`src/rtl/if_fetch_unit.sv`:
```
// Fetch stage: PC, imem req/gnt/rvalid issue, in-order fetch queue feeding IF/ID; gnt@t -> out@t+2.
// stall holds the head entry and stops requests once the queue is full; redirect flushes and drops stale returns.
module if_fetch_unit #(
  parameter logic [31:0] RESET_PC  = 32'h0000_0000,
  parameter int unsigned BUF_DEPTH = 2,
  parameter logic [31:0] NOP_INSTR = 32'h0000_0013
) (
  input  logic        clk,
  input  logic        reset,
  output logic        imem_req,
  output logic [31:0] imem_addr,
  input  logic        imem_gnt,
  input  logic        imem_rvalid,
  input  logic [31:0] imem_rdata,
  input  logic        redirect,
  input  logic [31:0] redirect_pc,
  input  logic        stall,
  output logic [31:0] pc_out,
  output logic [31:0] instruction_fetched,
  output logic        fetch_valid
);

  localparam int unsigned AW = (BUF_DEPTH > 1) ? $clog2(BUF_DEPTH) : 1;
  localparam int unsigned CW = AW + 1;
  // Repeated redirects can stack unreturned requests beyond one queue's worth.
  localparam int unsigned DW = CW + 4;
  localparam logic [CW-1:0] DEPTH = CW'(BUF_DEPTH);

  logic [31:0]          pc_q, pc_d;
  logic [AW-1:0]        head_q, head_d, tail_q, tail_d, fptr_q, fptr_d;
  logic [CW-1:0]        cnt_q, cnt_d, outs_q, outs_d;
  logic [DW-1:0]        drop_q, drop_d;
  logic [31:0]          slot_pc_q  [BUF_DEPTH];
  logic [31:0]          slot_pc_d  [BUF_DEPTH];
  logic [31:0]          slot_ins_q [BUF_DEPTH];
  logic [31:0]          slot_ins_d [BUF_DEPTH];
  logic [BUF_DEPTH-1:0] slot_fill_q, slot_fill_d;

  logic          pop, hs, ret;
  logic [DW-1:0] unret;

  always_comb begin
    fetch_valid         = !reset && slot_fill_q[head_q];
    pc_out              = fetch_valid ? slot_pc_q[head_q] : 32'h0;
    instruction_fetched = fetch_valid ? slot_ins_q[head_q] : NOP_INSTR;
    pop                 = fetch_valid && !stall;
    imem_req            = !reset && !redirect && ((cnt_q != DEPTH) || pop);
    imem_addr           = pc_q;
    hs                  = imem_req && imem_gnt;
    ret                 = imem_rvalid && (drop_q == '0) && (outs_q != '0);
    unret               = drop_q + DW'(outs_q);
  end

  always_comb begin
    pc_d        = pc_q;
    head_d      = head_q;
    tail_d      = tail_q;
    fptr_d      = fptr_q;
    cnt_d       = cnt_q;
    outs_d      = outs_q;
    drop_d      = drop_q;
    slot_pc_d   = slot_pc_q;
    slot_ins_d  = slot_ins_q;
    slot_fill_d = slot_fill_q;
    if (redirect) begin
      pc_d        = redirect_pc & ~32'h3;
      head_d      = '0;
      tail_d      = '0;
      fptr_d      = '0;
      cnt_d       = '0;
      outs_d      = '0;
      slot_fill_d = '0;
      drop_d      = unret - DW'(imem_rvalid && (unret != '0));
    end else begin
      if (imem_rvalid && (drop_q != '0)) begin
        drop_d = drop_q - DW'(1);
      end else if (ret) begin
        slot_ins_d[fptr_q]  = imem_rdata;
        slot_fill_d[fptr_q] = 1'b1;
        fptr_d              = fptr_q + AW'(1);
      end
      if (hs) begin
        slot_pc_d[tail_q]   = pc_q;
        slot_fill_d[tail_q] = 1'b0;
        tail_d              = tail_q + AW'(1);
        pc_d                = pc_q + 32'd4;
      end
      if (pop) begin
        slot_fill_d[head_q] = 1'b0;
        head_d              = head_q + AW'(1);
      end
      cnt_d  = cnt_q + CW'(hs) - CW'(pop);
      outs_d = outs_q + CW'(hs) - CW'(ret);
    end
  end

  always_ff @(posedge clk) begin
    if (reset) begin
      pc_q        <= RESET_PC;
      head_q      <= '0;
      tail_q      <= '0;
      fptr_q      <= '0;
      cnt_q       <= '0;
      outs_q      <= '0;
      drop_q      <= '0;
      slot_pc_q   <= '{default: '0};
      slot_ins_q  <= '{default: '0};
      slot_fill_q <= '0;
    end else begin
      pc_q        <= pc_d;
      head_q      <= head_d;
      tail_q      <= tail_d;
      fptr_q      <= fptr_d;
      cnt_q       <= cnt_d;
      outs_q      <= outs_d;
      drop_q      <= drop_d;
      slot_pc_q   <= slot_pc_d;
      slot_ins_q  <= slot_ins_d;
      slot_fill_q <= slot_fill_d;
    end
  end

endmodule
```
`config.mk`:
```
export PLATFORM = sky130hd
export DESIGN_NAME = if_fetch_unit
export DESIGN_NICKNAME = d
export VERILOG_FILES = /design/src/rtl/if_fetch_unit.sv
export SDC_FILE = /design/constraint.sdc
export NUM_CORES = 1
export LEC_CHECK = 0
export ABC_AREA = 1
export BUFFER_PORTS_ARGS = -buffer_cell sky130_fd_sc_hd__buf_2
export CORE_MARGIN = 2
export CORE_UTILIZATION = 45
export CTS_BUF_LIST = sky130_fd_sc_hd__clkbuf_2 sky130_fd_sc_hd__clkbuf_4 sky130_fd_sc_hd__clkbuf_8
export DETAILED_ROUTE_END_ITERATION = 8
export GPL_ROUTABILITY_DRIVEN = 0
export PLACE_DENSITY = 0.63
export SLEW_MARGIN = 5
export SYNTH_ARGS = -nofsm -noshare
export SYNTH_HDL_FRONTEND = slang
export SYNTH_SLANG_ARGS = --single-unit
```
`constraint.sdc`:
```
create_clock -name clk -period 5.89 [get_ports clk]
set_clock_uncertainty 0.2 [all_clocks]
set_input_delay 1.178 -clock clk [delete_from_list [all_inputs] [get_ports clk]]
set_output_delay 1.178 -clock clk [all_outputs]
set_load 0.01 [all_outputs]
```
==> impl_metrics.csv <==
group,metric,value,unit
timing,grt_setup_unrepaired,"false",
grt,grt_pass1_wl,38.67,mm
logic_synthesis,synthCells,1411,
logic_synthesis,synthArstFlopShare,0,%
grt,grt_max_degree,93,
logic_synthesis,ys_seq_elements,169,
logic_synthesis,synth_area,0.008780,mm2
logic_synthesis,synth_common_cells,"401 x nor2_1, 338 x nand2_1, 169 x dfxtp_1",
clock_tree,cts.reportedPaths.clkPinSlew,0.09,ns
placement,portBuffers,161,
logic_synthesis,yosys-top-cells-area,"dfxtp_1 39%, nor2_1 17%, nand2_1 14%",
timing,fmax,234.1,MHz
critical_path,startpoint_type,"input pin",
detailed_routing,routedWlPerCell,13.46,um
final_layout,fillers,2055,
clock_tree,cts_hold_buffers,0,
die,std_cell_rows,51,
clock_tree,cts_tree,"yes",
power_and_ir_drop,p_per_area,232.7,mW/mm2
min_path,hold_class,"register to register",
grt,antenna_found_initial,1,
die,design.die.area,0.02064,mm2
final_layout,areaGrowthSynthToFinish,14.48,%
logic_synthesis,yosys_warnings,0,
final_layout,drive_above_1_share,14.95,%
power_and_ir_drop,swShare,28.80,%
detailed_routing,drt_wl_total,24.28,mm
timing,setup_tns,0,ns
clock_tree,cts_setup_buffers,0,
detailed_routing,vias,8859,
die,die_h,143.7,um
timing,setup_viol,0,
logic_synthesis,syn_area_per_cell,6.222,um2
detailed_routing,ant_nets,0,
grt,gr-total-overflow,0,
die,die_w,143.7,um
logic_synthesis,yosysUniqueCellTypes,38,
run_status,status,"finished clean",
clock_tree,cts_buffers,17,
die,ios,168,
job,maxCapViolCount,0,
power_and_ir_drop,seqPwrFrac,52.2,%
detailed_routing,first_pass_iters,5,
clock_tree,cts_resized,0,
detailed_routing,viasPerCell,4.911,
timing,hold_viol_final,0,
logic_synthesis,synth_most_common_cell,"nor2_1",
grt,grtUsageTotal,23.41,%
power_and_ir_drop,p_int,0.001665,W
final_layout,final_area,0.01005,mm2
clock_tree,htree_num_levels,4,
critical_path,crit_arrival,2.89,ns
critical_path,worst-setup-path-type,"input pin to output port",
power_and_ir_drop,clockPowerShare,36.7,%
critical_path,required,4.51,ns
timing,period_minus_slack,4.271,ns
placement,dpl.hpwl,16.06,mm
power_and_ir_drop,comb_power_share,11.1,%
grt,first_global_vias,7595,
detailed_routing,drt_iter0_markers,605,
critical_path,reg2reg_slack,2.97,ns
timing,relSlewSlack,43.23,%
logic_synthesis,synth-edff-count,0,
final_layout,nNetsFinal,1608,
logic_synthesis,synth_top_area_cell,"dfxtp_1",
critical_path,critPathMaxFanout,38,
timing,worst_pin_slew,0.8515,ns
critical_path,endpoint_kind,"output port",
final_layout,multi_input_area,0.004596,mm2
die,start_util,45.41,%
placement,dpl_cell_area,0.009646,mm2
clock_tree,root_buffer,"clkbuf_8",
final_layout,seqCellArea,0.003387,mm2
timing,min_period_over_period,72.51,%
power_and_ir_drop,vdd.ir_drop.worst,162.6,uV
timing,drv_slew,0,
power_and_ir_drop,switching_power,0.0006734,W
clock_tree,clock_sinks,169,
clock_tree,clock_latency,0.46,ns
clock_tree,clockBufferDepth,2,
logic_synthesis,synth-main-ff-cell,"dfxtp_1",
die,coreArea,0.01933,mm2
logic_synthesis,synth_top_area_share,38.53,%
detailed_routing,drc,0,
power_and_ir_drop,leakage,4.899,nW
logic_synthesis,yosysSeqAreaShare,38.53,%
-- sequential cells by signal (all words and copies together), names as in the netlist --
name         cells
fptr_q           1
outs_q           2
head_q           1
tail_q           1
slot_pc_q       60
imem_addr       30
cnt_q            2
slot_ins_q      64
slot_fill_q      2
drop_q           6
-- cell usage in the layout (no fill, tap or decap), drive strengths merged, types with 2 or more instances in the layout --
master / Yosys / layout
clkinv: 2 / 7
nand2: 339 / 339
or2: 2 / 2
nand3: 50 / 50
xnor2: 5 / 5
inv: 108 / 114
nor2: 408 / 408
xor2: 4 / 4
o21bai: 2 / 2
nor3: 8 / 8
dfxtp: 169 / 169
buf: 37 / 174
a21oi: 93 / 93
o211ai: 4 / 4
o21ai: 107 / 107
conb: 1 / 4
nand4: 9 / 9
ha: 12 / 12
clkbuf: 45 / 18
bufinv: 0 / 2
o21a: 2 / 2
-- area by class of cell --
type	count	share of cell area (%)
well taps	265	3.299
clock inverters	14	1.606
flip-flops and latches	169	33.70
diodes	1	0.02490
multi-input cells	1053	45.72
inverters	110	4.133
clock buffers	18	2.403
repair buffers	174	9.112
-- power groups by stage --
stage	Sequential, W	Combinational, W	Clock, W
after floorplan	0.00124	0.000184	0
after detailed placement	0.00125	0.000259	0
after CTS	0.00122	0.000261	0.000880
final	0.00122	0.000259	0.000859
after global placement	0.00125	0.000256	0
after global routing	0.00123	0.000299	0.000924
-- path summary, 6_finish.rpt --
kind	startpoint	end	depth (start not counted)
setup reg to reg	drop_q[0]$_SDFFE_PP0P_	drop_q[4]$_SDFFE_PP0P_	14
setup / recovery	reset	pc_out[18]	6
hold / removal	slot_fill_q[1]$_SDFF_PP0_	slot_fill_q[1]$_SDFF_PP0_	2
hold reg to reg	slot_fill_q[1]$_SDFF_PP0_	slot_fill_q[1]$_SDFF_PP0_	2
-- critical path, cell delays in order --
cell and delay (ns):
buf_2 0.54, clkinv_2 0.16, nand2_2 0.44, buf_12 0.28, a21oi_1 0.11, buf_2 0.16
-- logic make-up (layout without fill, tap and decap cells) --
logic type	count (synthesis)	after routing	synth area share, %
adders and majority gates	13	13	1.938
AOI/OAI and AO/OA	210	210	12.27
xor gates and xnor gates	9	9	0.8978
buffers and inverters	192	316	9.277
other	1	5	0.04271
DFF	169	169	38.53
and+or+nand+nor	817	817	37.04
-- metrics by stage --
| stage | worst slack [ns] | hold WS, ns | power [W] | instances | util [%] |
|---|---|---|---|---|---|
| 5_1_grt | 1.515 | 0.3045 | 0.002449 | 1804 | 51.98 |
| 3_3_place_gp | 1.630 | 0.2507 | 0.001503 | 1771 | 49.89 |
| 3_5_place_dp | 1.627 | 0.2593 | 0.001506 | 1771 | 49.89 |
| 4_1_cts | 1.622 | 0.2732 | 0.002361 | 1803 | 51.97 |
| 6_report | 1.619 | 0.2699 | 0.002339 | 1804 | 51.98 |
| 2_1_floorplan | 2.568 | 0.2329 | 0.001419 | 1414 | - |
-- layer usage --
| layer | global-route usage [%] | vias up | wire length [um] |
|---|---|---|---|
| met4 | 5.728 | 0 | 269 |
| met3 | 3.699 | 22 | 1408 |
| met5 | 0 | - | 0 |
| met1 | 33.53 | 3979 | 11540 |
| met2 | 36.94 | 251 | 11060 |
| li1 | - | 4607 | - |
Note: power is estimated with default switching activity, not from simulation.
